$ cat config.mk
export PLATFORM = sky130hd
export DESIGN_NAME = ram_arbiter
export DESIGN_NICKNAME = d
export VERILOG_FILES = /design/src/rtl/ram_arbiter.sv
export SDC_FILE = /design/constraint.sdc
export NUM_CORES = 1
export LEC_CHECK = 0
export BUFFER_PORTS_ARGS = -buffer_cell sky130_fd_sc_hd__buf_2
export CORE_AREA = 2 2 167 169
export DETAILED_ROUTE_END_ITERATION = 8
export DIE_AREA = 0 0 169 171
export SKIP_CTS_REPAIR_TIMING = 1
export SYNTH_ARGS = -nofsm -noshare
export SYNTH_HDL_FRONTEND = slang
export SYNTH_SLANG_ARGS = --single-unit
$ cat constraint.sdc
create_clock -name CLK -period 2.5 [get_ports CLK]
set_clock_uncertainty 0.15 [all_clocks]
set_input_delay 0.125 -clock CLK [delete_from_list [all_inputs] [get_ports CLK]]
set_output_delay 0.125 -clock CLK [all_outputs]
set_load 0.1 [all_outputs]
$ cat src/rtl/ram_arbiter.sv
// ram_arbiter: shares one single-port RAM between the icache/dcache pairs of
// two CPU cores. Requests are granted while IDLE; the grant is held over one
// or more BUSY cycles until the RAM reports ACCESS or the requester withdraws.
// Inside a core the data port beats the instruction port. When both cores
// are pending, the core that was not served last wins.
//
// Ports:
//   CLK, RST         clock, synchronous active-high reset
//   iREN/iaddr       per-CPU instruction read request and address
//   dREN/dWEN/daddr  per-CPU data read/write request and address
//   dstore           per-CPU write data
//   iwait/dwait      per-CPU wait bits; 0 only in the cycle the access completes
//   iload/dload      per-CPU load data (mirrors ramload)
//   ramREN/ramWEN    RAM strobes
//   ramaddr/ramstore RAM address and write data
//   ramload          RAM read data
//   ramstate         FREE=0, BUSY=1, ACCESS=2, ERROR=3
//
// state | meaning
// IDLE  | no grant held; arbitrate among pending requests
// BUSY  | grant held; RAM command driven until ACCESS or withdrawal
module ram_arbiter #(
  parameter int CPUS = 2,  // only 2 is supported
  parameter int AW   = 32
) (
  input  logic                     CLK,
  input  logic                     RST,
  input  logic [CPUS-1:0]          iREN,
  input  logic [CPUS-1:0][AW-1:0]  iaddr,
  input  logic [CPUS-1:0]          dREN,
  input  logic [CPUS-1:0]          dWEN,
  input  logic [CPUS-1:0][AW-1:0]  daddr,
  input  logic [CPUS-1:0][AW-1:0]  dstore,
  output logic [CPUS-1:0]          iwait,
  output logic [CPUS-1:0]          dwait,
  output logic [CPUS-1:0][AW-1:0]  iload,
  output logic [CPUS-1:0][AW-1:0]  dload,
  output logic                     ramREN,
  output logic                     ramWEN,
  output logic [AW-1:0]            ramaddr,
  output logic [AW-1:0]            ramstore,
  input  logic [AW-1:0]            ramload,
  input  logic [1:0]               ramstate
);

  typedef enum logic {IDLE, BUSY} state_t;
  localparam logic [1:0] RAM_ACCESS = 2'd2;

  state_t state_q, state_d;
  logic   gcpu_q, gcpu_d;
  logic   gdata_q, gdata_d;
  logic   last_q, last_d;

  logic [CPUS-1:0] pend;
  logic            pick;
  logic            live;
  logic            done;

  assign pend = dREN | dWEN | iREN;

  // With a single pending core, pend[1] names it; on a tie the core that
  // was not served last wins.
  always_comb begin
    pick = pend[1];
    if (&pend) pick = ~last_q;
  end

  // The granted request is still being asserted by its owner.
  assign live = gdata_q ? (dREN[gcpu_q] | dWEN[gcpu_q]) : iREN[gcpu_q];
  assign done = (state_q == BUSY) && live && (ramstate == RAM_ACCESS);

  always_ff @(posedge CLK) begin
    if (RST) begin
      state_q <= IDLE;
      gcpu_q  <= 1'b0;
      gdata_q <= 1'b0;
      last_q  <= 1'b1;
    end else begin
      state_q <= state_d;
      gcpu_q  <= gcpu_d;
      gdata_q <= gdata_d;
      last_q  <= last_d;
    end
  end

  always_comb begin
    state_d = state_q;
    gcpu_d  = gcpu_q;
    gdata_d = gdata_q;
    last_d  = last_q;
    unique case (state_q)
      IDLE: begin
        if (|pend) begin
          gcpu_d  = pick;
          gdata_d = dREN[pick] | dWEN[pick];
          state_d = BUSY;
        end
      end
      BUSY: begin
        // Withdrawal returns to IDLE without touching the fairness pointer.
        if (!live) begin
          state_d = IDLE;
        end else if (ramstate == RAM_ACCESS) begin
          last_d  = gcpu_q;
          state_d = IDLE;
        end
      end
      default: state_d = IDLE;
    endcase
  end

  always_comb begin
    ramREN   = 1'b0;
    ramWEN   = 1'b0;
    ramaddr  = '0;
    ramstore = '0;
    iwait    = '1;
    dwait    = '1;
    if (state_q == BUSY) begin
      ramaddr  = gdata_q ? daddr[gcpu_q] : iaddr[gcpu_q];
      ramstore = dstore[gcpu_q];
      // dREN together with dWEN is a write.
      ramWEN   = gdata_q & dWEN[gcpu_q];
      ramREN   = gdata_q ? (dREN[gcpu_q] & ~dWEN[gcpu_q]) : iREN[gcpu_q];
      if (done) begin
        if (gdata_q) dwait[gcpu_q] = 1'b0;
        else         iwait[gcpu_q] = 1'b0;
      end
    end
  end

  assign iload = {CPUS{ramload}};
  assign dload = {CPUS{ramload}};

endmodule

Word-level counts from Yosys, hierarchy flattened
Index checks and enable logic that the tools add are counted.

Output and inout port bits: 198. Register bits: 4. Logic and storage cells: 61. Bits of input ports: 234.

Muxes and demuxes: 36. Reduce and logical (&&, ||, !) cells: 7. Bitwise logic cells: 10. Eq/ne operators: 1. Order comparisons: 3.

Operator list (number): 32-bit 2-to-1 mux (9); 1-bit 2-to-1 mux (19); 2-bit 2-to-1 mux (6); 1-bit by 2-bit less-than comparator with 1-bit output (second input constant) (2); 2-bit bitwise OR (2); 2-bit AND reduction (2); 1-bit logical AND (3); 1-bit inverter (3); 3-bit AND reduction (1); 1-bit AND (2); 2-bit == test (second input constant) (1); 2-bit inverter (1); 1-bit bitwise OR (2); 1-bit case mux with 2 select lines (1); 2-bit OR reduction (1); 1-bit demux with 1-bit select (1); 1-bit greater-or-equal comparator (second input constant) (1).

Depth between registers and ports, before layout
Depth in word-level cells: 8. Gate-level depth with buffers: 6. Mapped depth without buffers: 4.

Worst setup path after synthesis
OpenSTA, ideal clock, no wires.

Path type: flip-flop to output port. From: register gcpu_q. To: output port ramstore[10]. Path slack: -0.114 ns. Arrival time: 2.339 ns. Required time: 2.225 ns. Stages on the path, launching flop included: 7. Path buffers: 4. Path through: dfxtp_1 buf_6 buf_6 buf_4 buf_4 mux2i_1 nor2_1.

Longest elaborated chain between the ends: 3.

RTL lines: start: declaration (line 50) `logic gcpu_q, gcpu_d;`; start signal: assignment (line 80) `gcpu_q <= gcpu_d;`; 32-bit 2-to-1 mux (implied by the code) (2 in a row) (line 121) `ramstore = dstore[gcpu_q];`; 32-bit 2-to-1 mux (line 119) `if (state_q == BUSY) begin`; end: declaration (line 41) `output logic [AW-1:0] ramstore,`.

No other way between the ends. The select of a mux whose other input is x is not followed.

Worst setup path in the final report
From: register gcpu_q. To: output port dwait[1].

Longest elaborated chain between the ends: 8. Elaborated cells on any way between the ends: 19. Those cells by class: order compare: 2; mux: 12; bitwise: 2; reduce/logical: 3.

RTL lines: 1-bit by 2-bit less-than comparator with 1-bit output (implied by the code) (tied with other cells) (line 126) `if (gdata_q) dwait[gcpu_q] = 1'b0;`; 1-bit logical AND (implied by the code) / 1-bit 2-to-1 mux (equally long branches) (line 126, 69); 1-bit 2-to-1 mux (implied by the code) / 1-bit bitwise OR (equally long branches) (line 126, 69); 1-bit demux with 1-bit select / 1-bit 2-to-1 mux (equally long branches) (line 126, 69); 2-bit inverter (no source line) / 1-bit logical AND (equally long branches); 2-bit 2-to-1 mux / 1-bit logical AND (equally long branches) (line 126, 70); 2-bit 2-to-1 mux * (line 125) `if (done) begin`; 2-bit 2-to-1 mux * (line 119); end: declaration (line 35) `output logic [CPUS-1:0] dwait,`.

Mark *: on every way between the ends. The rest lies on a longest branch, timed or not. The select of a mux whose other input is x is not followed.

==> qor.txt <==
Total die area: 28900 um^2
Initial antenna violation count: 6
Fraction of registers with async set/reset: 0
Min Clock Period, post-route: 2210 ps
Synth Cell Area: 2780 um^2
Overall routed net length: 12.6 mm
Initial Utilization: 0.102
Area delta synth->final: 53.2%
Most area-consuming cells after synthesis: buf_4 (36%), mux4_2 (24%), mux2i_1 (12%)
Power per Cell Area: 403 nW/um^2
Arrival time of the worst setup path: 1940 ps
Total Neg Setup Slack: 0 ps
CP Class: flop to primary output
Clk_lat worst skew: 230 ps
Largest net degree at the start of global routing: 51
Slowest Stage Delay on Critical Path: 550 ps
Endpoints failing setup: 0
Final #Nets: 688
Crit path launch type: flop
WL/cell: 15.7 um
I/O Pins: 432
Yosys top cell by area: buf_4
Max clock buf depth: 2
Die Y: 171 um
CTS tree: built
CTS root buf: clkbuf_16
Finished Layout Cells: 802
Final Max Tran Viols: 0
H-tree Lvls: 1
Core area: 27300 um^2
Vias in the first global route: 2815
Port bufs: 271
Place WS: 486 ps
Num CTS Buffers: 3
Setup ws final: 286 ps
Unrepaired setup endpoints after global routing: no
Endpoint class of the critical path: primary output
Clk slew on worst S/H paths: 30 ps
Layout cell share with drive strength beyond 1: 0.757
Syn Nets: 553
Critical Path Slowest Stage Cell: or4_1
Worst slew pin tran: 549 ps
Fin util: 0.156
Via/cell ratio: 3.48
Crit-path cells: buf_12, inv_1, or4_1, buf_2
Gate Count Post-Synth: 319
GP Congestion: 0.739
Detail Placement HPWL: 11.3 mm
Part of the cycle the worst path needs: 0.886
CP max FO: 50
Placed Cells: 794
Chip width: 169 um
Register bit total from synthesis: 4
Final hold violations: 0
Post-synthesis sequential area ratio: 0.0289
Fmax: 0.452 GHz
Via count: 2794
Overall routing resource usage: 0.0786
Total gr overflow: 0
Worst Hold Class: primary input to primary output
Post-synth EDFFs: 0
Standard-cell rows: 61
TritonRoute pass-1 iters: 6
First-pass GRT wire length: 16.5 mm
Rel. slew slack: 0.636
Worst EP required: 2230 ps
Synth Warn #: 0
Syn_area_per_cell: 8.70 um^2
Final ANT Viol Nets: 0
Leak: 1.85 nW
Synth unique cells: 28
Max VDD drop: 0.187 mV
Max-cap check violation count: 0
Detailed-route DRC error count: 0
Count leader, synth: buf_4
# clock sinks: 4
Post-synth top cells: buf_4 (134), nor2_1 (36), mux2i_1 (33), and2_1 (32), mux4_2 (29)
Status: complete, no violations
1st-iter DRT viols: 68
Synth top area share: 0.362
Ys flop type: dfxtp_1
==> where the power goes <==
group | leakage [nW] | switching (W) | internal (W)
clock | 0.0382 | 0.0000485 | 0.000211
combinational | 1.77 | 0.000918 | 0.000457
sequential | 0.0342 | 0.00000921 | 0.0000693
==> cell type report <==
| type | instances | area (um^2) |
|---|---|---|
| Antenna cell | 3 | 7.51 |
| Multi-Input combinational cell | 164 | 1680 |
| Timing Repair Buffer | 277 | 1950 |
| Tap cell | 346 | 433 |
| Inverter | 4 | 15.0 |
| Fill cell | 3126 | 23100 |
| Sequential cell | 4 | 86.3 |
| Clock buffer | 4 | 78.8 |
==> worst paths after layout <==
path,start,endpoint,slack (ps),cells after the start
max reg2reg,gcpu_q,last_q,680,5
max,gcpu_q,dwait[1],290,4
min reg2reg,state_q,state_q,450,2
min,ramload[23],dload[23],100,0
==> cells in the final DEF, fill, tap and decap left out, types with 2 or more instances in the layout <==
| cell | count |
|---|---|
| nor2_1 | 8 |
| mux4_1 | 3 |
| mux2i_1 | 33 |
| buf_2 | 236 |
| mux4_2 | 29 |
| buf_4 | 3 |
| inv_1 | 3 |
| buf_12 | 37 |
| nand2_1 | 3 |
| nand2b_1 | 2 |
| a21oi_1 | 5 |
| nor2_2 | 28 |
| clkbuf_16 | 3 |
| dfxtp_2 | 2 |
| diode_2 | 3 |
| a41oi_1 | 2 |
| and2_1 | 32 |
| nand3_1 | 2 |
| nor3_1 | 4 |
| o21ai_0 | 4 |
==> worst max-delay path: cells and delay by family (launching register included) <==
| family | cells | cell delay [ps] |
|---|---|---|
| DFF | 1 | 360 |
| buffers and inverters | 3 | 760 |
| and+or+nand+nor | 1 | 550 |
==> logic make-up (layout without fill, tap and decap cells) <==
kind of cell    Yosys count  in the layout  share of synthesized area
flops                     4              4                     0.0289
mux                      66             66                      0.388
compound gates           16             16                     0.0433
other cells               0              3                          0
buf+inv                 151            285                      0.392
simple gates             82             82                      0.148
==> sequential cells by signal, indices dropped and copies added, names as in the netlist <==
signal / count
state_q: 1
gdata_q: 1
gcpu_q: 1
last_q: 1
==> metrics by stage <==
step	total power [W]	cell area, um^2	hold WS, ps
after floorplan	0.00198	2850	44.1
after global placement	0.00145	4160	102
after detailed placement	0.00146	4160	102
after CTS	0.00173	4230	-38.9
after global routing	0.00178	4250	100
final	0.00171	4250	100
==> routing by layer <==
layer	global-route usage	vias to the layer above	routed length [um]
met5	0	-	50
met4	0.0461	6	563
met3	0.0317	39	1570
met2	0.149	246	6380
met1	0.0702	1253	4020
li1	-	1250	-
(Power assumes the default switching activity.)
